`src/rtl/im2col_pkg.sv`:
```
// ---------------------------------------------------------------------------
// im2col_pkg
// Shared definitions for the im2col streaming engine:
//   - state_t     : controller states (IDLE, RUN, DRAIN, DONE)
//   - COORD_W     : width of the signed source-coordinate arithmetic; covers
//                   image dimensions up to 2^(COORD_W-2)-1 with sign headroom
//   - NUM_LEVELS  : depth of the loop nest (oy, ox, c, ky, kx)
//   - out_dim()   : output extent along one axis for a given image/filter
//   - total_elems(): number of im2col elements written per pass
// ---------------------------------------------------------------------------
package im2col_pkg;

    typedef enum logic [1:0] {
        IDLE  = 2'd0,
        RUN   = 2'd1,
        DRAIN = 2'd2,
        DONE  = 2'd3
    } state_t;

    localparam int COORD_W    = 16;
    localparam int NUM_LEVELS = 5;

    // (dim + 2*pad - k) / stride + 1, integer division
    function automatic int out_dim(input int img_dim, input int k,
                                   input int stride, input int pad);
        return (img_dim + 2 * pad - k) / stride + 1;
    endfunction

    function automatic int total_elems(input int img_c, input int img_w,
                                       input int img_h, input int k,
                                       input int stride, input int pad);
        return out_dim(img_h, k, stride, pad) * out_dim(img_w, k, stride, pad)
               * img_c * k * k;
    endfunction

endpackage

```
`src/rtl/im2col_stream_if.sv`:
```
// ---------------------------------------------------------------------------
// im2col_stream_if
// Scratch-memory port used by the im2col engine.
//   addr_rd   : read address (engine -> memory)
//   data_rd   : read data, valid one cycle after addr_rd (memory -> engine)
//   addr_wr   : write address (engine -> memory)
//   data_wr   : write data (engine -> memory)
//   mem_wr_en : write strobe (engine -> memory)
// Modports: master = engine side, slave = memory side.
// ---------------------------------------------------------------------------
interface im2col_stream_if #(
    parameter int DATA_WIDTH = 8,
    parameter int ADDR_WIDTH = 32
);
    logic [ADDR_WIDTH-1:0] addr_rd;
    logic [DATA_WIDTH-1:0] data_rd;
    logic [ADDR_WIDTH-1:0] addr_wr;
    logic [DATA_WIDTH-1:0] data_wr;
    logic                  mem_wr_en;

    modport master (
        output addr_rd,
        output addr_wr,
        output data_wr,
        output mem_wr_en,
        input  data_rd
    );

    modport slave (
        input  addr_rd,
        input  addr_wr,
        input  data_wr,
        input  mem_wr_en,
        output data_rd
    );
endinterface

```
`src/rtl/im2col_addr_gen.sv`:
```
// ---------------------------------------------------------------------------
// im2col_addr_gen
// Five-level counter nest (oy, ox, c, ky, kx, kx innermost) with the source
// coordinate and address computation for the element currently pointed at.
// Ports:
//   clk     : clock
//   rst_n   : synchronous active-low reset, clears all counters
//   clear   : synchronous clear of all counters (start of a pass)
//   advance : step the nest by one element
//   last    : every counter is at its maximum (current element is the last)
//   addr    : source read address of the current element
//   pad     : current element lies in the zero border
// ---------------------------------------------------------------------------
module im2col_addr_gen
    import im2col_pkg::*;
#(
    parameter int                    IMG_C       = 1,
    parameter int                    IMG_W       = 8,
    parameter int                    IMG_H       = 8,
    parameter int                    ADDR_WIDTH  = 32,
    parameter int                    FILTER_SIZE = 3,
    parameter int                    STRIDE      = 1,
    parameter int                    PAD         = 1,
    parameter logic [ADDR_WIDTH-1:0] IMG_BASE    = '0
) (
    input  logic                  clk,
    input  logic                  rst_n,
    input  logic                  clear,
    input  logic                  advance,
    output logic                  last,
    output logic [ADDR_WIDTH-1:0] addr,
    output logic                  pad
);

    localparam int OUT_W = out_dim(IMG_W, FILTER_SIZE, STRIDE, PAD);
    localparam int OUT_H = out_dim(IMG_H, FILTER_SIZE, STRIDE, PAD);

    localparam logic [COORD_W-1:0]        STRIDE_C = COORD_W'(STRIDE);
    localparam logic [COORD_W-1:0]        PAD_C    = COORD_W'(PAD);
    localparam logic signed [COORD_W-1:0] IMG_W_S  = COORD_W'(IMG_W);
    localparam logic signed [COORD_W-1:0] IMG_H_S  = COORD_W'(IMG_H);
    localparam logic [ADDR_WIDTH-1:0]     PLANE_A  = ADDR_WIDTH'(IMG_H * IMG_W);
    localparam logic [ADDR_WIDTH-1:0]     IMG_W_A  = ADDR_WIDTH'(IMG_W);

    // Level index: 0 = kx, 1 = ky, 2 = c, 3 = ox, 4 = oy
    localparam int LVL_KX = 0;
    localparam int LVL_KY = 1;
    localparam int LVL_C  = 2;
    localparam int LVL_OX = 3;
    localparam int LVL_OY = 4;

    function automatic int level_max(input int lvl);
        case (lvl)
            LVL_KX, LVL_KY: return FILTER_SIZE - 1;
            LVL_C:          return IMG_C - 1;
            LVL_OX:         return OUT_W - 1;
            default:        return OUT_H - 1;
        endcase
    endfunction

    logic [NUM_LEVELS-1:0][COORD_W-1:0] cnt;
    logic [NUM_LEVELS-1:0]              at_max;
    logic [NUM_LEVELS-1:0]              carry;   // carry into each level

    assign carry[0] = advance;

    genvar gi;
    generate
        for (gi = 0; gi < NUM_LEVELS; gi++) begin : g_level
            logic [COORD_W-1:0] cnt_reg;

            assign at_max[gi] = (cnt_reg == COORD_W'(level_max(gi)));
            assign cnt[gi]    = cnt_reg;

            if (gi < NUM_LEVELS - 1) begin : g_carry
                assign carry[gi+1] = carry[gi] & at_max[gi];
            end

            always_ff @(posedge clk) begin
                if (!rst_n || clear) begin
                    cnt_reg <= '0;
                end else if (carry[gi]) begin
                    cnt_reg <= at_max[gi] ? '0 : cnt_reg + 1'b1;
                end
            end
        end
    endgenerate

    assign last = &at_max;

    // Modular arithmetic in COORD_W bits, then read back as signed; the
    // result is the true signed coordinate as long as dimensions fit.
    logic signed [COORD_W-1:0] iy;
    logic signed [COORD_W-1:0] ix;
    logic        [COORD_W-1:0] iy_u;
    logic        [COORD_W-1:0] ix_u;

    assign iy   = $signed(cnt[LVL_OY] * STRIDE_C + cnt[LVL_KY] - PAD_C);
    assign ix   = $signed(cnt[LVL_OX] * STRIDE_C + cnt[LVL_KX] - PAD_C);
    assign iy_u = iy;
    assign ix_u = ix;

    assign pad = iy[COORD_W-1] || (iy >= IMG_H_S) ||
                 ix[COORD_W-1] || (ix >= IMG_W_S);

    // For padded elements this address is meaningless; the read result is
    // discarded downstream, so no gating is needed here.
    assign addr = IMG_BASE
                + ADDR_WIDTH'(cnt[LVL_C]) * PLANE_A
                + ADDR_WIDTH'(iy_u) * IMG_W_A
                + ADDR_WIDTH'(ix_u);

endmodule

```
`src/rtl/im2col_stream.sv`:
```
// ---------------------------------------------------------------------------
// im2col_stream
// Bufferless im2col engine: walks a CHW image in scratch memory and writes
// the im2col matrix back, one element per clock, padding synthesised in the
// address path.
// Ports:
//   clk       : clock, rising edge
//   rst_n     : synchronous active-low reset (aborts a pass immediately)
//   start     : launch pulse, accepted only in IDLE or DONE
//   mem       : scratch-memory port (im2col_stream_if.master)
//   busy      : high in RUN and DRAIN
//   done      : high in DONE
//   cycle_cnt : (IM2COL_PERF_CNT_EN only) cycles spent in RUN/DRAIN
//   pad_cnt   : (IM2COL_PERF_CNT_EN only) pad elements written
// Optional feature macro: IM2COL_PERF_CNT_EN
//
// Pipeline: in a RUN cycle the read address is driven straight from the
// address generator (stage 0) and the pad flag is registered; the next
// cycle writes data_rd (or zero for pad elements) at the next sequential
// output address (stage 1). DRAIN covers the write of the final element.
// ---------------------------------------------------------------------------
module im2col_stream
    import im2col_pkg::*;
#(
    parameter int                    IMG_C       = 1,
    parameter int                    IMG_W       = 8,
    parameter int                    IMG_H       = 8,
    parameter int                    DATA_WIDTH  = 8,
    parameter int                    ADDR_WIDTH  = 32,
    parameter int                    FILTER_SIZE = 3,
    parameter int                    STRIDE      = 1,
    parameter int                    PAD         = 1,
    parameter logic [ADDR_WIDTH-1:0] IMG_BASE    = ADDR_WIDTH'(16'h0000),
    parameter logic [ADDR_WIDTH-1:0] IM2COL_BASE = ADDR_WIDTH'(16'h2000)
) (
    input  logic                    clk,
    input  logic                    rst_n,
    input  logic                    start,
    im2col_stream_if.master         mem,
    output logic                    busy,
    output logic                    done
`ifdef IM2COL_PERF_CNT_EN
    ,
    output logic [31:0]             cycle_cnt,
    output logic [31:0]             pad_cnt
`endif
);

    // ---------------- FSM ----------------
    state_t state_reg;
    state_t state_next;
    logic   issue;       // stage 0 active: one element issued this cycle
    logic   start_ok;    // start accepted this cycle

    logic                  gen_last;
    logic [ADDR_WIDTH-1:0] gen_addr;
    logic                  gen_pad;

    always_ff @(posedge clk) begin
        if (!rst_n) begin
            state_reg <= IDLE;
        end else begin
            state_reg <= state_next;
        end
    end

    always_comb begin
        state_next = state_reg;
        issue      = 1'b0;
        start_ok   = 1'b0;
        case (state_reg)
            IDLE, DONE: begin
                if (start) begin
                    start_ok   = 1'b1;
                    state_next = RUN;
                end
            end
            RUN: begin
                issue = 1'b1;
                if (gen_last) begin
                    state_next = DRAIN;
                end
            end
            DRAIN: begin
                state_next = DONE;
            end
            default: begin
                state_next = IDLE;
            end
        endcase
    end

    assign busy = (state_reg == RUN) || (state_reg == DRAIN);
    assign done = (state_reg == DONE);

    // ---------------- address generator ----------------
    im2col_addr_gen #(
        .IMG_C       (IMG_C),
        .IMG_W       (IMG_W),
        .IMG_H       (IMG_H),
        .ADDR_WIDTH  (ADDR_WIDTH),
        .FILTER_SIZE (FILTER_SIZE),
        .STRIDE      (STRIDE),
        .PAD         (PAD),
        .IMG_BASE    (IMG_BASE)
    ) u_addr_gen (
        .clk     (clk),
        .rst_n   (rst_n),
        .clear   (start_ok),
        .advance (issue),
        .last    (gen_last),
        .addr    (gen_addr),
        .pad     (gen_pad)
    );

    // ---------------- stage 0 ----------------
    logic [ADDR_WIDTH-1:0] addr_rd_reg;   // last issued read address
    logic                  pad_reg;

    always_ff @(posedge clk) begin
        if (!rst_n) begin
            addr_rd_reg <= IMG_BASE;
            pad_reg     <= 1'b0;
        end else if (issue) begin
            addr_rd_reg <= gen_addr;
            pad_reg     <= gen_pad;
        end
    end

    // Live address while issuing so the read lands one cycle ahead of the
    // write; otherwise hold the last issued address.
    assign mem.addr_rd = issue ? gen_addr : addr_rd_reg;

    // ---------------- stage 1 ----------------
    logic                  wr_en_reg;
    logic [ADDR_WIDTH-1:0] addr_wr_reg;

    always_ff @(posedge clk) begin
        if (!rst_n) begin
            wr_en_reg   <= 1'b0;
            addr_wr_reg <= IM2COL_BASE;
        end else begin
            wr_en_reg <= issue;
            // Writes within a pass are back-to-back, so a stage-1 slot that
            // was idle marks the first element of a new pass.
            if (issue) begin
                addr_wr_reg <= wr_en_reg ? addr_wr_reg + 1'b1 : IM2COL_BASE;
            end
        end
    end

    assign mem.mem_wr_en = wr_en_reg;
    assign mem.addr_wr   = addr_wr_reg;
    assign mem.data_wr   = (wr_en_reg && !pad_reg) ? mem.data_rd : '0;

    // ---------------- optional performance counters ----------------
`ifdef IM2COL_PERF_CNT_EN
    logic [31:0] cycle_cnt_reg;
    logic [31:0] pad_cnt_reg;

    always_ff @(posedge clk) begin
        if (!rst_n || start_ok) begin
            cycle_cnt_reg <= '0;
            pad_cnt_reg   <= '0;
        end else begin
            if (busy) begin
                cycle_cnt_reg <= cycle_cnt_reg + 32'd1;
            end
            if (wr_en_reg && pad_reg) begin
                pad_cnt_reg <= pad_cnt_reg + 32'd1;
            end
        end
    end

    assign cycle_cnt = cycle_cnt_reg;
    assign pad_cnt   = pad_cnt_reg;
`endif

endmodule

```
`src/flat_wrapper.sv`:
```
// flat-port wrapper written by rule: the top's interface ports become plain ports
module im2col_stream_flat import im2col_pkg::*;
#(
    parameter int                    IMG_C       = 1,
    parameter int                    IMG_W       = 8,
    parameter int                    IMG_H       = 8,
    parameter int                    DATA_WIDTH  = 8,
    parameter int                    ADDR_WIDTH  = 32,
    parameter int                    FILTER_SIZE = 3,
    parameter int                    STRIDE      = 1,
    parameter int                    PAD         = 1,
    parameter logic [ADDR_WIDTH-1:0] IMG_BASE    = ADDR_WIDTH'(16'h0000),
    parameter logic [ADDR_WIDTH-1:0] IM2COL_BASE = ADDR_WIDTH'(16'h2000)
)
  (clk, rst_n, start, busy, done, mem_addr_rd, mem_addr_wr, mem_data_wr, mem_mem_wr_en, mem_data_rd);
  im2col_stream_if #(.DATA_WIDTH(DATA_WIDTH), .ADDR_WIDTH(ADDR_WIDTH)) mem_i ();
  input  logic clk;
  input  logic rst_n;
  input  logic start;
  output logic busy;
  output logic done;
  output wire logic [$bits(mem_i.addr_rd)-1:0] mem_addr_rd;
  output wire logic [$bits(mem_i.addr_wr)-1:0] mem_addr_wr;
  output wire logic [$bits(mem_i.data_wr)-1:0] mem_data_wr;
  output wire logic [$bits(mem_i.mem_wr_en)-1:0] mem_mem_wr_en;
  input wire logic [$bits(mem_i.data_rd)-1:0] mem_data_rd;
  assign mem_addr_rd = mem_i.addr_rd;
  assign mem_addr_wr = mem_i.addr_wr;
  assign mem_data_wr = mem_i.data_wr;
  assign mem_mem_wr_en = mem_i.mem_wr_en;
  assign mem_i.data_rd = mem_data_rd;
  im2col_stream #(.IMG_C(IMG_C), .IMG_W(IMG_W), .IMG_H(IMG_H), .DATA_WIDTH(DATA_WIDTH), .ADDR_WIDTH(ADDR_WIDTH), .FILTER_SIZE(FILTER_SIZE), .STRIDE(STRIDE), .PAD(PAD), .IMG_BASE(IMG_BASE), .IM2COL_BASE(IM2COL_BASE)) u_core (.clk(clk), .rst_n(rst_n), .start(start), .mem(mem_i), .busy(busy), .done(done));
endmodule
```
`config.mk`:
```
export PLATFORM = sky130hd
export DESIGN_NAME = im2col_stream_flat
export DESIGN_NICKNAME = d
export VERILOG_FILES = /design/src/rtl/im2col_pkg.sv /design/src/rtl/im2col_stream_if.sv /design/src/rtl/im2col_addr_gen.sv /design/src/rtl/im2col_stream.sv /design/src/flat_wrapper.sv
export SDC_FILE = /design/constraint.sdc
export NUM_CORES = 1
export LEC_CHECK = 0
export CORE_MARGIN = 2
export CORE_UTILIZATION = 35
export DETAILED_ROUTE_END_ITERATION = 10
export GPL_TIMING_DRIVEN = 1
export SYNTH_ARGS = -nofsm -noshare
export SYNTH_HDL_FRONTEND = slang
export SYNTH_SLANG_ARGS = --single-unit
```
`constraint.sdc`:
```
create_clock -name clk -period 9.9 [get_ports clk]
set_input_delay 1.98 -clock clk [delete_from_list [all_inputs] [get_ports clk]]
set_output_delay 1.98 -clock clk [all_outputs]
set_load 0.005 [all_outputs]
```
== Yosys cells after proc, flatten, opt, wreduce, memory -nomap -nowiden ==
Cells that the tools add are included.

* Register bits: 148

* Equality and inequality tests: 9
* Reduce and logical (&&, ||, !) cells: 13
* Order comparisons: 2
* $add $sub $neg: 12
* Bitwise gates (word level): 4
* Muxes and demuxes: 14

{| class="wikitable"
|+ Operators by type and width
! operator !! count
|-
| 16-bit by 1-bit adder with 16-bit output, second input constant || 5
|-
| 16-bit 2-to-1 mux || 5
|-
| 32-bit 2-to-1 mux || 2
|-
| 16-bit adder || 2
|-
| 32-bit by 1-bit adder with 32-bit output, second input constant || 1
|-
| 16-bit by 2-bit == test with 1-bit output, second input constant || 2
|-
| 16-bit by 3-bit == test with 1-bit output, second input constant || 2
|-
| 16-bit by 5-bit greater-or-equal comparator with 1-bit output, second input constant || 2
|-
| 16-bit by 1-bit subtractor with 16-bit output, second input constant || 2
|-
| 23-bit by 16-bit adder with 24-bit output || 1
|-
| 22-bit by 19-bit adder with 23-bit output || 1
|-
| 16-bit logical NOT || 1
|-
| 8-bit 2-to-1 mux || 1
|-
| 2-bit case mux with 3 select lines || 1
|-
| 1-bit logical OR || 5
|-
| 5-bit AND reduction || 1
|-
| 1-bit bitwise AND || 4
|-
| 2-bit == test, second input constant || 2
|-
| 2-bit 2-to-1 mux || 2
|-
| 1-bit 2-to-1 mux || 3
|-
| 2-bit by 1-bit == test with 1-bit output, second input constant || 1
|-
| 1-bit logical NOT || 2
|-
| 2-bit logical NOT || 1
|-
| 2-bit by 1-bit != test with 1-bit output, second input constant || 1
|-
| other kinds (4) || 4
|}

== Depth between registers and ports, before layout ==
Gate-level depths: netlist of the first run.

* Depth after elaboration: 6
* Depth in mapped cells: 22
* Mapped depth without buffers: 22

== By module ==
Synthesis of the first run repeated with hierarchy kept, for this count alone.

* Cell total of the unflattened synthesis: 1198
* Area total of the unflattened synthesis: 10044.6 um2

{| class="wikitable"
|+ Modules (own cells, without submodules)
! module !! cells each !! sequential area each (um2) !! area each (um2) !! times used
|-
| im2col_addr_gen || 883 || 1601.5 || 7024.2 || 1
|-
| im2col_stream || 315 || 1361.3 || 3020.4 || 1
|}

== Worst setup path after synthesis of the first run ==
No wires, ideal clock.

* Path kind: reg2out
* Start: register u_core.u_addr_gen.g_level[0].cnt_reg[1]
* End: output mem_addr_rd[21]
* Arrival time: 4.522 ns
* Cell stages (with the launch flop): 22
* Slack: 3.398 ns
* Path buffers: 0
* Path through: dfxtp_1 inv_1 ha_1 inv_1 ha_1 inv_1 fa_1 and2b_2 o21ai_2 a2111o_1 and4_4 a311oi_2 fa_1 inv_1 ha_1 and3_1 nand3_1 nor3_1 o21ai_0 a2111oi_0 xnor2_1 a21oi_1

* Longest elaborated chain between the ends: 4

{| class="wikitable"
|+ RTL lines
! item !! line !! source
|-
| start, declared || im2col_addr_gen.sv:70 || <nowiki>logic [COORD_W-1:0] cnt_reg;</nowiki>
|-
| start signal, assigned || im2col_addr_gen.sv:83 || <nowiki>cnt_reg <= at_max[gi] ? '0 : cnt_reg + 1'b1;</nowiki>
|-
| 16-bit adder || im2col_addr_gen.sv:99 || <nowiki>assign ix = $signed(cnt[LVL_OX] * STRIDE_C + cnt[LVL_KX] - PAD_C);</nowiki>
|-
| 16-bit by 1-bit subtractor with 16-bit output || im2col_addr_gen.sv:99 ||
|-
| 23-bit by 16-bit adder with 24-bit output || im2col_addr_gen.sv:111 || <nowiki>+ ADDR_WIDTH'(ix_u);</nowiki>
|-
| 32-bit 2-to-1 mux || im2col_stream.sv:132 || <nowiki>assign mem.addr_rd = issue ? gen_addr : addr_rd_reg;</nowiki>
|-
| end, declared || flat_wrapper.sv:22 || <nowiki>output wire logic [$bits(mem_i.addr_rd)-1:0] mem_addr_rd;</nowiki>
|}

No other way between the ends.

== Worst setup path after layout of the first run ==
Ends and elaborated chain as after synthesis.

==> flow_metrics.tcl, run 1 <==
set metrics [dict create \
    status "finished, final reports clean" \
    initial_core_util_pct 35.3 \
    ys_types 75 \
    syn-num-nets 1356 \
    ys_async_sr_fraction_pct 0 \
    fin_tns_setup_ps 0 \
    grt_util_all_layers_pct 16.9 \
    die_w_um 174 \
    fin_util_pct 41.9 \
    cts_hold_buf 0 \
    p_sw_share_pct 40.0 \
    cts_max_path_buffers 2 \
    setup_ws_ps 1800 \
    num_vias 8626 \
    largest_register_ffs 80 \
    synth_top_area_share_pct 29.4 \
    grt_start_max_net_pins 49 \
    rsz0062_at_grt "no" \
    required_ps 7920 \
    clk_latency_ps 440 \
    power.density_mw_per_mm2 233 \
    numPortBuffers 85 \
    drv_cap 0 \
    fin_crit_sh_pct 81.8 \
    die_y_um 174 \
    clk_pin_slew_ps 70 \
    grt_pass1_vias 8190 \
    place_area_mm2 0.0114 \
    antenna_found_initial 0 \
    crit_arrival_ps 6120 \
    peakVddDrop_mv 0.283 \
    end_kind "primary output" \
    cts-root-buf "clkbuf_16" \
    p_comb_share_pct 52.5 \
    leakagePower_nw 4.59 \
    grt_pass1_wl_um 41700 \
    cp_common_cell "inv_1" \
    ys_seq_area_share_pct 29.4 \
    fin_crit_ps 8100 \
    synthCells 1240 \
    synth.avg_cell_area_um2 8.12 \
    synth.largest_area_cell "dfxtp_1" \
    worst-path-max-fanout 7 \
    avgViaCountPerCell 5.01 \
    pin_count 86 \
    rows 62 \
    path_buf_inv 5 \
    max_freq_ghz 0.123 \
    diodes 0 \
    relSlewSlack_pct 30.5 \
    routed_wl_um 25100 \
    dp_hpwl_um 19200 \
    cp_num_cells 22 \
    postCtsSetupRepairBufs 0 \
    instances_no_fill 1722 \
    cts_buffers 17 \
    setup.worst_path.class "register to primary output" \
    yosysWarnings 0 \
    p_int_mw 1.67 \
    synth.area.top_cells "dfxtp_1, ha_1, xnor2_1" \
    layout-drive-gt1-share_pct 6.58 \
    coreArea_mm2 0.0285 \
    setup_viol 0 \
    ys_seq_elements 148 \
    htree_levels 4 \
    nets 1441 \
    ys.flop_type "dfxtp_1" \
    first_pass_iters 8 \
    cts-resized-gates 0 \
    power_frac_seq_pct 23.6 \
    slew_viol_final 0 \
    wire_per_inst_um 14.6 \
    whs_path_depth 2 \
    fill_cells 2952 \
    ff2ff_path_depth 21 \
    drtAntennaViolNets 0 \
    crit_chain "inv_1, ha_1, inv_1, ha_1, inv_1, fa_1, and2b_2, o21ai_2, a2111o_1, and4_4, a311oi_2, fa_1, inv_1, ha_1, and3_1, nand3_1, nor3_1, o21ai_0, a2111oi_0, xnor2_1, a21oi_1, clkdlybuf4s50_1" \
    syn_to_final_growth_pct 18.7 \
    tightest_slew_ps 1040 \
    total_power_mw 2.79 \
    first_iter_violations 525 \
    syn_area_mm2 0.0101 \
    cp_top_family "compound AO/OA/AOI/OAI gates" \
    dp_slack_ps 2340 \
    die-area_mm2 0.0301 \
    gp_congestion 0.868 \
    hold_viol 0 \
    cts_tree "done" \
    hold_ws_ps 475 \
    numClockSinks 148 \
    slowest_delay_ps 590 \
    cp-start-kind "register" \
    dp.cells 1690 \
    skew_ps 13.0 \
    gr-total-overflow 0 \
    final_cell_area_mm2 0.0120 \
    clkPwrFrac_pct 23.9 \
    drc 0 \
    synth_edf_count 0 \
    cpMaxStageDelayCell "a2111oi_0" \
    p_switching_mw 1.12 \
    hp-class "register to register" \
]
## cell usage after synthesis, drive strengths merged, types with 4 or more instances
cell / n
nand3: 42
clkbuf: 18
dfxtp: 148
nand2b: 5
a211oi: 17
buf: 6
a21oi: 57
xnor2: 82
mux2: 14
nor2: 131
ha: 92
a2111oi: 5
and2: 38
o211ai: 9
o21a: 9
nor3: 46
or3: 31
nor2b: 11
nor4: 29
o2111ai: 4
a31oi: 4
or2: 4
nand2: 74
inv: 158
o21bai: 6
and4: 6
and3: 14
o21ai: 52
a21o: 16
fa: 13
nand4: 32
xor2: 32
## layer usage
metal / part of all wire [%] / GRT usage [%]
met4: 2.1 / 5.88
met2: 44 / 27.5
met1: 49 / 22.6
met5: 0 / 0
met3: 4.6 / 3.11
## worst paths after layout
| check | slack [ps] | start | to |
|---|---|---|---|
| worst min-delay path | 480 | u_core.addr_rd_reg[15]$_SDFF_PN0_ | u_core.addr_rd_reg[15]$_SDFF_PN0_ |
| worst min register to register | 480 | u_core.addr_rd_reg[15]$_SDFF_PN0_ | u_core.addr_rd_reg[15]$_SDFF_PN0_ |
| worst max-delay path | 1800 | u_core.u_addr_gen.g_level[0].cnt_reg[1]$_SDFFE_PP0P_ | mem_addr_rd[21] |
| worst max register to register | 4570 | u_core.u_addr_gen.g_level[0].cnt_reg[1]$_SDFFE_PP0P_ | u_core.addr_rd_reg[21]$_SDFF_PN0_ |
## cell type report
cell class                      instances  area [µm²]  area share (%)
Sequential cell                       148        2960            24.8
Tap cell                              384         480            4.02
Inverter                              159         597            4.99
Clock inverter                         15         174            1.46
Clock buffer                           17         425            3.56
Timing Repair Buffer                   90         888            7.43
Multi-Input combinational cell        909        6420            53.7
## cells in the final DEF (no fill, tap or decap), types with 9 or more instances in the layout
cell type,netlist,routed
ha_1,92,91
o21a_1,9,9
dfxtp_1,148,148
a211oi_1,14,14
o211ai_1,9,9
or3_1,31,31
o21ai_0,45,44
nand3_1,41,41
inv_1,157,157
fa_1,13,13
and2_1,37,37
nand4_1,29,29
nor4_1,22,22
clkbuf_16,0,17
clkdlybuf4s50_1,0,85
xnor2_1,82,82
a21oi_1,57,57
nor3_1,39,39
and3_1,14,14
nor2b_1,11,11
nand2_1,74,74
a21o_1,16,16
mux2_2,14,14
nor2_1,130,130
xor2_1,32,32
## power groups by stage
stage,combinational (mW),sequential [mW],clock (mW)
global placement,1.45,0.668,0
floorplan,0.984,0.663,0
detailed placement,1.45,0.670,0
finish,1.46,0.656,0.666
CTS,1.46,0.656,0.684
global route,1.62,0.661,0.706
## cell families (layout without fill, tap and decap cells)
logic type,after synthesis,count (layout),synth area share [%]
adders and majority gates,105,105,14.0
xor gates and xnor gates,114,114,9.92
muxes,15,15,1.67
and+or+nand+nor,481,481,25.7
AOI/OAI and AO/OA,194,194,12.4
DFF,148,148,29.4
buffers and inverters,183,281,6.86
## tightest hold or removal path, delay by kind of cell (launching register included)
family / cells / cell delay [ps]
DFF: 1 / 300
and+or+nand+nor: 1 / 70
AOI/OAI and AO/OA: 1 / 60
(Power assumes the default switching activity.)
==> run 2, diff against run 1 <==
==> constraint.sdc (replaced) <==
create_clock -name clk -period 6.8 [get_ports clk]
set_input_delay 1.36 -clock clk [delete_from_list [all_inputs] [get_ports clk]]
set_output_delay 1.36 -clock clk [all_outputs]
set_load 0.005 [all_outputs]
==> run 2 against run 1 <==
  * Global-route usage grew 0.36 points
  * Critical path depth shrank 1
  * Total power grew 64%
  * Critical endpoint is now mem_addr_rd[20]
==> flow_metrics.tcl, run 2 (synthesized netlist as in run 1, its figures left out) <==
set metrics [dict create \
    status "finished, final reports clean" \
    initial_core_util_pct 35.3 \
    die-area_mm2 0.0301 \
    dp_hpwl_um 19600 \
    grt_util_all_layers_pct 17.3 \
    grt_pass1_wl_um 42500 \
    end_kind "primary output" \
    num_vias 8869 \
    fin_crit_ps 6700 \
    p_switching_mw 1.86 \
    grt_pass1_vias 8426 \
    largest_register_ffs 80 \
    wire_per_inst_um 15.0 \
    clkPwrFrac_pct 21.3 \
    reg2reg_slack_ps 1940 \
    crit_end "mem_addr_rd[20]" \
    rsz0062_at_grt "yes" \
    clk_latency_ps 440 \
    required_ps 5440 \
    p_sw_share_pct 40.6 \
    antenna_found_initial 0 \
    first_iter_violations 535 \
    cts_max_path_buffers 2 \
    worst-path-max-fanout 5 \
    first_pass_iters 5 \
    hp-class "register to register" \
    layout-drive-gt1-share_pct 12.1 \
    crit_arrival_ps 5340 \
    cts_buffers 17 \
    hold_viol 0 \
    avgViaCountPerCell 5.09 \
    die_y_um 174 \
    die_w_um 174 \
    cp-startpoint "u_core.u_addr_gen.g_level[0].cnt_reg[1]$_SDFFE_PP0P_" \
    diodes 0 \
    p_int_mw 2.72 \
    p_comb_share_pct 57.9 \
    skew_ps 20.1 \
    rows 62 \
    htree_levels 4 \
    nets 1463 \
    drtAntennaViolNets 0 \
    peakVddDrop_mv 0.333 \
    gp_congestion 0.909 \
    setup_viol 0 \
    cp-start-kind "register" \
    final_common_cell "inv_1" \
    pin_count 86 \
    drc 0 \
    worstReg2RegEnd "u_core.addr_rd_reg[16]$_SDFF_PN0_" \
    max_freq_ghz 0.149 \
    power_frac_seq_pct 20.8 \
    cts_tree "done" \
    relSlewSlack_pct 22.5 \
    hold_ws_ps 483 \
    total_power_mw 4.57 \
    dp.cells 1700 \
    numClockSinks 148 \
    power.density_mw_per_mm2 364 \
    routed_wl_um 26200 \
    numPortBuffers 85 \
    cts-root-buf "clkbuf_16" \
    final_cell_mix "inv_1, dfxtp_1, nor2_1, ha_1, xnor2_1" \
    cts_hold_buf 0 \
    coreArea_mm2 0.0285 \
    slew_viol_final 0 \
    tightest_slew_ps 1150 \
    leakagePower_nw 4.90 \
    grt_start_max_net_pins 35 \
    setup.worst_path.class "register to primary output" \
    clk_pin_slew_ps 70 \
    drv_cap 0 \
    syn_to_final_growth_pct 24.6 \
    gr-total-overflow 0 \
    ff2ff_path_depth 22 \
    instances_no_fill 1744 \
    r2r-start "u_core.u_addr_gen.g_level[0].cnt_reg[1]$_SDFFE_PP0P_" \
    fin_crit_sh_pct 98.5 \
]
-- run 2: area by class of cell --
class	count	area [µm²]
fillers	2877	16000
multi-input cells	909	6830
flip-flops and latches	148	2970
repair buffers	112	1070
inverters	159	597
well taps	384	480
clock buffers	17	425
clock inverters	15	178
-- run 2: per-stage QoR --
step / TNS [ps] / utilization [%] / area [µm²] / worst slack [ps]
floorplan: 0 / - / 10100 / 918
global placement: 0 / 40.0 / 11400 / 77.7
finish: 0 / 44.0 / 12500 / 102
global route: -189 / 44.0 / 12500 / -170
CTS: -115 / 42.8 / 12200 / -89.3
detailed placement: 0 / 40.0 / 11400 / 59.0
-- run 2: layer usage --
layer / GRT usage, % / wire (µm)
met1: 23.1 / 12500
met2: 28.4 / 12100
met3: 2.63 / 1020
met4: 6.02 / 585
met5: 0 / 0
-- run 2: worst min path at each step --
stage	endpoint	slack, ps	depth (start not counted)	startpoint
2_1_floorplan	u_core.addr_rd_reg[15]$_SDFF_PN0_	450	2	u_core.addr_rd_reg[15]$_SDFF_PN0_
3_3_place_gp	u_core.addr_rd_reg[15]$_SDFF_PN0_	470	2	u_core.addr_rd_reg[15]$_SDFF_PN0_
3_5_place_dp	u_core.addr_rd_reg[15]$_SDFF_PN0_	480	2	u_core.addr_rd_reg[15]$_SDFF_PN0_
4_1_cts	u_core.addr_rd_reg[15]$_SDFF_PN0_	490	2	u_core.addr_rd_reg[15]$_SDFF_PN0_
5_1_grt	u_core.addr_rd_reg[15]$_SDFF_PN0_	500	2	u_core.addr_rd_reg[15]$_SDFF_PN0_
6_report	u_core.addr_rd_reg[15]$_SDFF_PN0_	480	2	u_core.addr_rd_reg[15]$_SDFF_PN0_
-- run 2: repair_timing --
item                       CTS  global route
setup endpoints to repair    8            11
cloned                       0             0
pin swaps                   16            23
buffers inserted             3             9
gates resized for setup     34            53
-- run 2: worst max-delay path: stages (launching register included) --
cell	delay, ps
dfxtp_2	330
inv_1	40
ha_1	270
inv_1	90
ha_4	150
inv_1	60
fa_2	340
and2b_2	250
o21ai_2	80
a2111o_1	400
and4_4	190
a311oi_4	340
fa_2	490
inv_1	110
ha_4	230
nand2_2	130
a2bb2oi_2	210
o311ai_4	130
a31oi_2	240
xnor2_1	90
mux2_2	270
clkdlybuf4s50_1	450
-- run 2: power groups by stage --
stage,sequential (mW),combinational (mW),clock [mW]
floorplan,0.966,1.43,0
CTS,0.951,2.35,0.991
detailed placement,0.971,2.15,0
finish,0.950,2.65,0.973
global placement,0.968,2.14,0
global route,0.957,2.88,1.03
